### config.mk
export PLATFORM = sky130hd
export DESIGN_NAME = pc_sequencer
export DESIGN_NICKNAME = d
export VERILOG_FILES = /design/src/rtl/pc_sequencer.sv
export SDC_FILE = /design/constraint.sdc
export NUM_CORES = 1
export LEC_CHECK = 0
export ABC_AREA = 1
export CAP_MARGIN = 10
export CORE_MARGIN = 4
export CORE_UTILIZATION = 48
export CTS_CLUSTER_DIAMETER = 40
export DETAILED_ROUTE_END_ITERATION = 6
export PLACE_DENSITY = 0.76
export REMOVE_ABC_BUFFERS = 1
export SLEW_MARGIN = 20
export SYNTH_ARGS = -nofsm -noshare
export SYNTH_HDL_FRONTEND = slang
export SYNTH_SLANG_ARGS = --single-unit
### constraint.sdc
create_clock -name clk -period 2.15 [get_ports clk]
set_clock_uncertainty 0.1 [all_clocks]
set_input_delay 0.43 -clock clk [delete_from_list [all_inputs] [get_ports clk]]
set_output_delay 0.43 -clock clk [all_outputs]
set_load 0.03 [all_outputs]
### src/rtl/pc_sequencer.sv
// Run-control sequencer for the 16-bit single-cycle processor: owns pc and processor reset.
// Optional instruction watchdog enabled by defining SEQ_WATCHDOG_EN.
module pc_sequencer #(
   parameter logic [2:0] LAST_PC = 3'd7
`ifdef SEQ_WATCHDOG_EN
   , parameter logic [7:0] MAX_INSTR = 8'd200
`endif
) (
   input  logic       clk,
   input  logic       rst,
   input  logic       start,
   input  logic       stop,
   input  logic       single_step,
   input  logic       step,
   input  logic       sig_jump,
   input  logic       sig_branch,
   input  logic       zero_flag,
   input  logic [2:0] target,
   output logic [2:0] pc,
   output logic       proc_rst,
   output logic       running,
   output logic       halted,
   output logic       done,
   output logic       timeout,
   output logic [7:0] instr_count
);

   localparam int unsigned PC_W  = 3;
   localparam int unsigned CNT_W = 8;

   localparam logic [1:0] S_IDLE  = 2'd0;
   localparam logic [1:0] S_CLEAR = 2'd1;
   localparam logic [1:0] S_RUN   = 2'd2;
   localparam logic [1:0] S_HALT  = 2'd3;

   logic [1:0]       state;
   logic [1:0]       state_next;
   logic [PC_W-1:0]  pc_next;
   logic [PC_W-1:0]  pc_seq;
   logic [PC_W-1:0]  pc_branch;
   logic [CNT_W-1:0] count_next;
   logic [CNT_W-1:0] count_inc;
   logic             done_next;
   logic             advance;
   logic             branch_taken;
   logic             completing;
`ifdef SEQ_WATCHDOG_EN
   logic             timeout_next;
   logic             wd_hit;
`endif

   // Advance qualification, next-pc candidates and saturating count.
   always_comb begin
      advance      = (state == S_RUN) && !stop && (!single_step || step);
      branch_taken = sig_branch && zero_flag;
      pc_seq       = pc + PC_W'(1);
      pc_branch    = pc + PC_W'(1) + target;
      completing   = advance && !sig_jump && !branch_taken && (pc == LAST_PC);
      count_inc    = (instr_count == {CNT_W{1'b1}}) ? instr_count
                                                    : instr_count + CNT_W'(1);
`ifdef SEQ_WATCHDOG_EN
      // Normal completion on the same advance wins over the watchdog.
      wd_hit       = advance && !completing && (count_inc == MAX_INSTR)
                     && (instr_count != MAX_INSTR);
`endif
   end

   // Next-state and next-output logic.
   always_comb begin
      state_next   = state;
      pc_next      = pc;
      count_next   = instr_count;
      done_next    = 1'b0;
`ifdef SEQ_WATCHDOG_EN
      timeout_next = timeout;
`endif
      case (state)
         S_IDLE: begin
            pc_next = '0;
            if (start) begin
               state_next   = S_CLEAR;
               count_next   = '0;
`ifdef SEQ_WATCHDOG_EN
               timeout_next = 1'b0;
`endif
            end
         end
         S_CLEAR: begin
            pc_next      = '0;
            count_next   = '0;
            state_next   = S_RUN;
`ifdef SEQ_WATCHDOG_EN
            timeout_next = 1'b0;
`endif
         end
         S_RUN: begin
            if (stop) begin
               state_next = S_HALT;
            end else if (advance) begin
               count_next = count_inc;
               if (completing) begin
                  state_next = S_HALT;
                  done_next  = 1'b1;
               end else if (sig_jump) begin
                  pc_next = target;
               end else if (branch_taken) begin
                  pc_next = pc_branch;
               end else begin
                  pc_next = pc_seq;
               end
`ifdef SEQ_WATCHDOG_EN
               if (wd_hit) begin
                  state_next   = S_HALT;
                  timeout_next = 1'b1;
               end
`endif
            end
         end
         S_HALT: begin
            if (start) begin
               state_next   = S_CLEAR;
               pc_next      = '0;
               count_next   = '0;
`ifdef SEQ_WATCHDOG_EN
               timeout_next = 1'b0;
`endif
            end
         end
         default: begin
            state_next = S_IDLE;
            pc_next    = '0;
         end
      endcase
   end

   always_ff @(posedge clk) begin
      if (!rst) begin
         state <= S_IDLE;
      end else begin
         state <= state_next;
      end
   end

   // Outputs are registered from the next state so they line up with it.
   always_ff @(posedge clk) begin
      if (!rst) begin
         pc          <= '0;
         instr_count <= '0;
         done        <= 1'b0;
         proc_rst    <= 1'b1;
         running     <= 1'b0;
         halted      <= 1'b0;
      end else begin
         pc          <= pc_next;
         instr_count <= count_next;
         done        <= done_next;
         proc_rst    <= (state_next == S_IDLE) || (state_next == S_CLEAR);
         running     <= (state_next == S_RUN);
         halted      <= (state_next == S_HALT);
      end
   end

`ifdef SEQ_WATCHDOG_EN
   always_ff @(posedge clk) begin
      if (!rst) begin
         timeout <= 1'b0;
      end else begin
         timeout <= timeout_next;
      end
   end
`else
   assign timeout = 1'b0;
`endif

endmodule

== After elaboration in Yosys (flattened, before gate mapping) ==
Cells that the tools add are included.
Storage, ports and cells
  register bits after elaboration: 17
  input bits: 12
  word-level logic and storage cells: 64
Cells by class
  add/subtract/negate cells: 3
  equal/unequal tests: 14
  mux-type cells: 18
  bitwise operators: 3
  reductions and logical operators: 19
Operator list (count)
  $mux 8: 4
  $pmux 8 s3: 1
  $mux 3: 6
  $ne 2x2->1 const B: 5
  $pmux 3 s3: 1
  $add 8x1->8 const B: 1
  $eq 2x2->1 const B: 4
  $eq 8x8->1 const B: 1
  $mux 2: 4
  $reduce_and 4->1: 2
  $logic_and 1x1->1: 6
  $pmux 2 s3: 1
  $eq 2x1->1 const B: 2
  $logic_not 1->1: 4
  $logic_not 2->1: 2
  $reduce_or 2->1: 2
  $reduce_or 4->1: 1
  $add 3x1->3 const B: 1
  $add 3x3->3: 1
  $eq 3x3->1 const B: 1
  $not 1->1: 3
  $logic_or 1x1->1: 2
  $ne 2x1->1 const B: 1
  $mux 1: 1

== Logic depth before layout (Yosys ltp) ==
  depth after elaboration: 12
  mapped depth: 11
  mapped depth without buffers: 11

== Least setup slack after synthesis ==
OpenSTA, ideal clock, no wires.
  kind: flip-flop to flip-flop
  start: reg pc[1]
  end: reg pc[1]
  arrival time: 1633 ps
  required time: 1986 ps
  slack: 353 ps
  cell stages (with the launch flop): 11
  path buffers: 0
  period minus slack after synthesis: 1797 ps
  cell sequence: dfxtp_1 ha_1 inv_1 fa_1 inv_1 nand2_1 nand3_1 nand2_1 nand2_1 nand2_1 nor2_1
Between the ends
  longest elaborated chain between the ends: 8
  elaborated cells on any way between the ends: 12
  those cells by class: 2 x add/sub; 2 x eq/ne; 6 x mux; 2 x reduce/logical
RTL lines
  start, declared: line 19  | output logic [2:0] pc,
  start signal, assigned: line 154  | pc <= pc_next;
  $add 3x1->3: line 56, 57
  $add 3x3->3: line 57  | pc_branch = pc + PC_W'(1) + target;
  $mux 3: line 106  | end else if (branch_taken) begin
  $mux 3: line 104  | end else if (sig_jump) begin
  $mux 3: line 101  | if (completing) begin
  $mux 3: line 99  | end else if (advance) begin
  $mux 3: line 97  | if (stop) begin
  $pmux 3 s3: line 77  | case (state)
Parallel ways exist; a longest one is shown, timed or not. The select of a mux whose other input is x is not followed.
A chain may end at the register's enable or synchronous reset.

== Worst setup path in the final report ==
  start: reg instr_count[3]
  end: out instr_count[3]
RTL lines
  start, declared: line 25  | output logic [7:0] instr_count
  start signal, assigned: line 155  | instr_count <= count_next;
No word-level cell between the ends.

==> results.yml <==
timing:
  finalCriticalPeriod_ns: 1.99
  setup_viol: 0
  fmax_mhz: 503
  hold_violations: 0
  whs_ns: 0.427
  fin_ws_ns: 0.161
  report.final.slew_viol_count: 0
  grt_setup_unrepaired: "no"
  fin_crit_sh: 0.925
layout:
  drive_gt1_frac: 0.0625
  num-fill-cells: 227
  final_util: 0.650
  area_growth_pct: 28.6
  layout.nets: 230
  antennaDiodeCount: 0
  fin_cells: 236
placed_design:
  io_buffers: 26
  pre_cts_slack_ns: -0.0664
  place_congestion: 0.777
  dp.cells: 232
  dp_hpwl_mm: 2.06
hold_path:
  hp-class: "register to register"
  min_delay_path_depth: 2
logic_synthesis:
  synth_top_family_by_area: "simple AND/OR/NAND/NOR gates"
  netlist.area_leader.share: 0.302
  synthesis.area_um2: 1130
  synth.avg_cell_area_um2: 6.34
  yosys.area_share.simple: 0.391
  muxShareOfSynthArea: 0
  yosysMostFrequentCell: "nand2_1"
  synth-seq-cells: 17
  synth.top_cells.by_area: "dfxtp_1, nand2_1, inv_1"
  synthTopCellsByCount: "nand2_1, inv_1, nor2_1"
  seq_area_frac_synth: 0.302
  synth_edf_count: 0
  synth_adder_area_share: 0.106
  yosys.area.top_type: "dfxtp_1"
  netlist_instances: 178
  dominantRegCellSynth: "dfxtp_1"
  yosys.area_share.xor_xnor: 0.0155
  ys.warnings.count: 0
  ys_types: 23
  async_flop_share: 0
  synth_compound_area_frac: 0.0687
grt:
  grt_max_degree: 11
  grt_pass1_vias: 1051
  use_met2: 0.307
  grt_overflow_total: 0
  grt_usage: 0.169
  busiest_layer: "met2"
  grt_pass1_wl_mm: 4.31
  gr-usage-met3: 0.0483
  grtUsageMet1: 0.195
  antenna_found_initial: 0
power:
  p_sw_mw: 0.543
  switching_share: 0.445
  power_leakage_nw: 0.644
  power_frac_comb: 0.516
  vdd_drop_max_mv: 0.581
  clock_power_share: 0.142
  intPower_mw: 0.676
  p_total_mw: 1.22
  p_seq_frac: 0.342
  powerDensity_nw_per_um2: 840
clocking:
  cts_made_buffers: 3
  cts_tree: "done"
  cts_hold_buf: 0
  htreeDepth: 1
  insertion_delay_ns: 0.30
  clockBufferDepth: 2
  clock-sinks: 17
  clk_pin_slew_worst_paths_ns: 0.10
  cts_root_buf: "clkbuf_4"
  postCtsSetupRepairBufs: 0
  cts_resized: 0
outcome:
  status: "completed"
floorplan:
  num_rows: 17
  die_w_um: 56.5
  start_util: 0.505
  io_pins: 28
  core_um2: 2230
  die_area_um2: 3190
  die_y_um: 56.5
critical_path:
  crit_cells: 1
  rr_worst_depth: 11
  critPathArrivalTime_ns: 1.46
  worst-path-buf-inv: 1
  critPathKind: "register to output port"
  crit_path_end_kind: "output port"
  crit_chain: "clkdlybuf4s50_1"
  crit_family: "buffers and inverters"
  start_kind: "register"
  cp.required_ns: 1.62
  slowest_stage: "clkdlybuf4s50_1"
  path_max_fanout: 7
  slowest_delay_ns: 0.71
drt:
  drtIter0Drc: 30
  detail_route.wl_per_cell_um: 10.8
  ant_nets: 0
  routed_wirelength_mm: 2.55
  viasPerCell: 4.89
  drtPass1Iterations: 4
  drcViolationCount: 0
  dr_total_vias: 1155
job:
  maxCapViolCount: 0
-- worst min-delay path, cell delays in order, from the launching register on --
cell     delay (ns)
dfxtp_1        0.34
nor2_1         0.11
nor2_1         0.05
-- cell type report --
type | instances | area (um2) | share of cell area
tap | 28 | 35.0 | 0.0241
multi-input combinational | 128 | 661 | 0.455
timing repair buffer | 27 | 268 | 0.184
clock inverter | 1 | 5.00 | 0.00345
inverter | 32 | 120 | 0.0828
sequential | 17 | 340 | 0.234
clock buffer | 3 | 22.5 | 0.0155
-- power groups by stage --
stage,combinational (mW),sequential (mW),clock (mW)
after floorplan,0.354,0.498,0
after global placement,0.607,0.418,0
after detailed placement,0.634,0.422,0
after CTS,0.635,0.417,0.184
after global routing,0.703,0.427,0.204
final,0.629,0.417,0.173
-- per-layer routing --
metal	share of wire	routed length, um
met5	0	0
met4	0.010	26
met3	0.047	119
met2	0.51	1290
met1	0.43	1110
-- flip-flops by register name (all words and copies together), names as in the netlist --
| name | cells |
|---|---|
| state | 2 |
| instr_count | 8 |
| pc | 3 |
| proc_rst | 1 |
| done | 1 |
| running | 1 |
| halted | 1 |
-- final timing paths --
| check | from | slack [ns] | end |
|---|---|---|---|
| setup / recovery | instr_count[3] | 0.16 | instr_count[3] |
| hold / removal | pc[1] | 0.43 | pc[1] |
| setup reg to reg | state[0] | 0.33 | pc[1] |
| hold reg to reg | pc[1] | 0.43 | pc[1] |
-- metrics by stage --
step	area, um2	TNS [ns]
after floorplan	1120	0
after global placement	1420	0
after detailed placement	1420	-0.102
after CTS	1450	0
after global routing	1450	0
final	1450	0
-- cell usage in the layout (no fill, tap or decap) --
cell and n:
nand3_1 10, nor2_4 2, nand2_1 51, ha_1 8, fa_1 1, nand3_4 1, nor3_1 2, a21oi_1 8
buf_4 1, conb_1 1, nand2_2 2, clkinv_2 1, nor2_1 29, clkinv_1 2, inv_2 1, o21ai_1 1
o21ai_0 5, clkbuf_4 3, dfxtp_1 17, inv_1 29, nand3_2 1, clkdlybuf4s50_1 26, xor2_1 2, nor2_2 1
o21bai_1 1, nand4_1 2
-- kinds of logic after synthesis --
family,count (synthesis)
buffers and inverters,33
and+or+nand+nor,101
AOI/OAI and AO/OA,15
DFF,17
adders and majority gates,9
xor gates and xnor gates,2
other,1
Power figures use the tool's default switching activity.
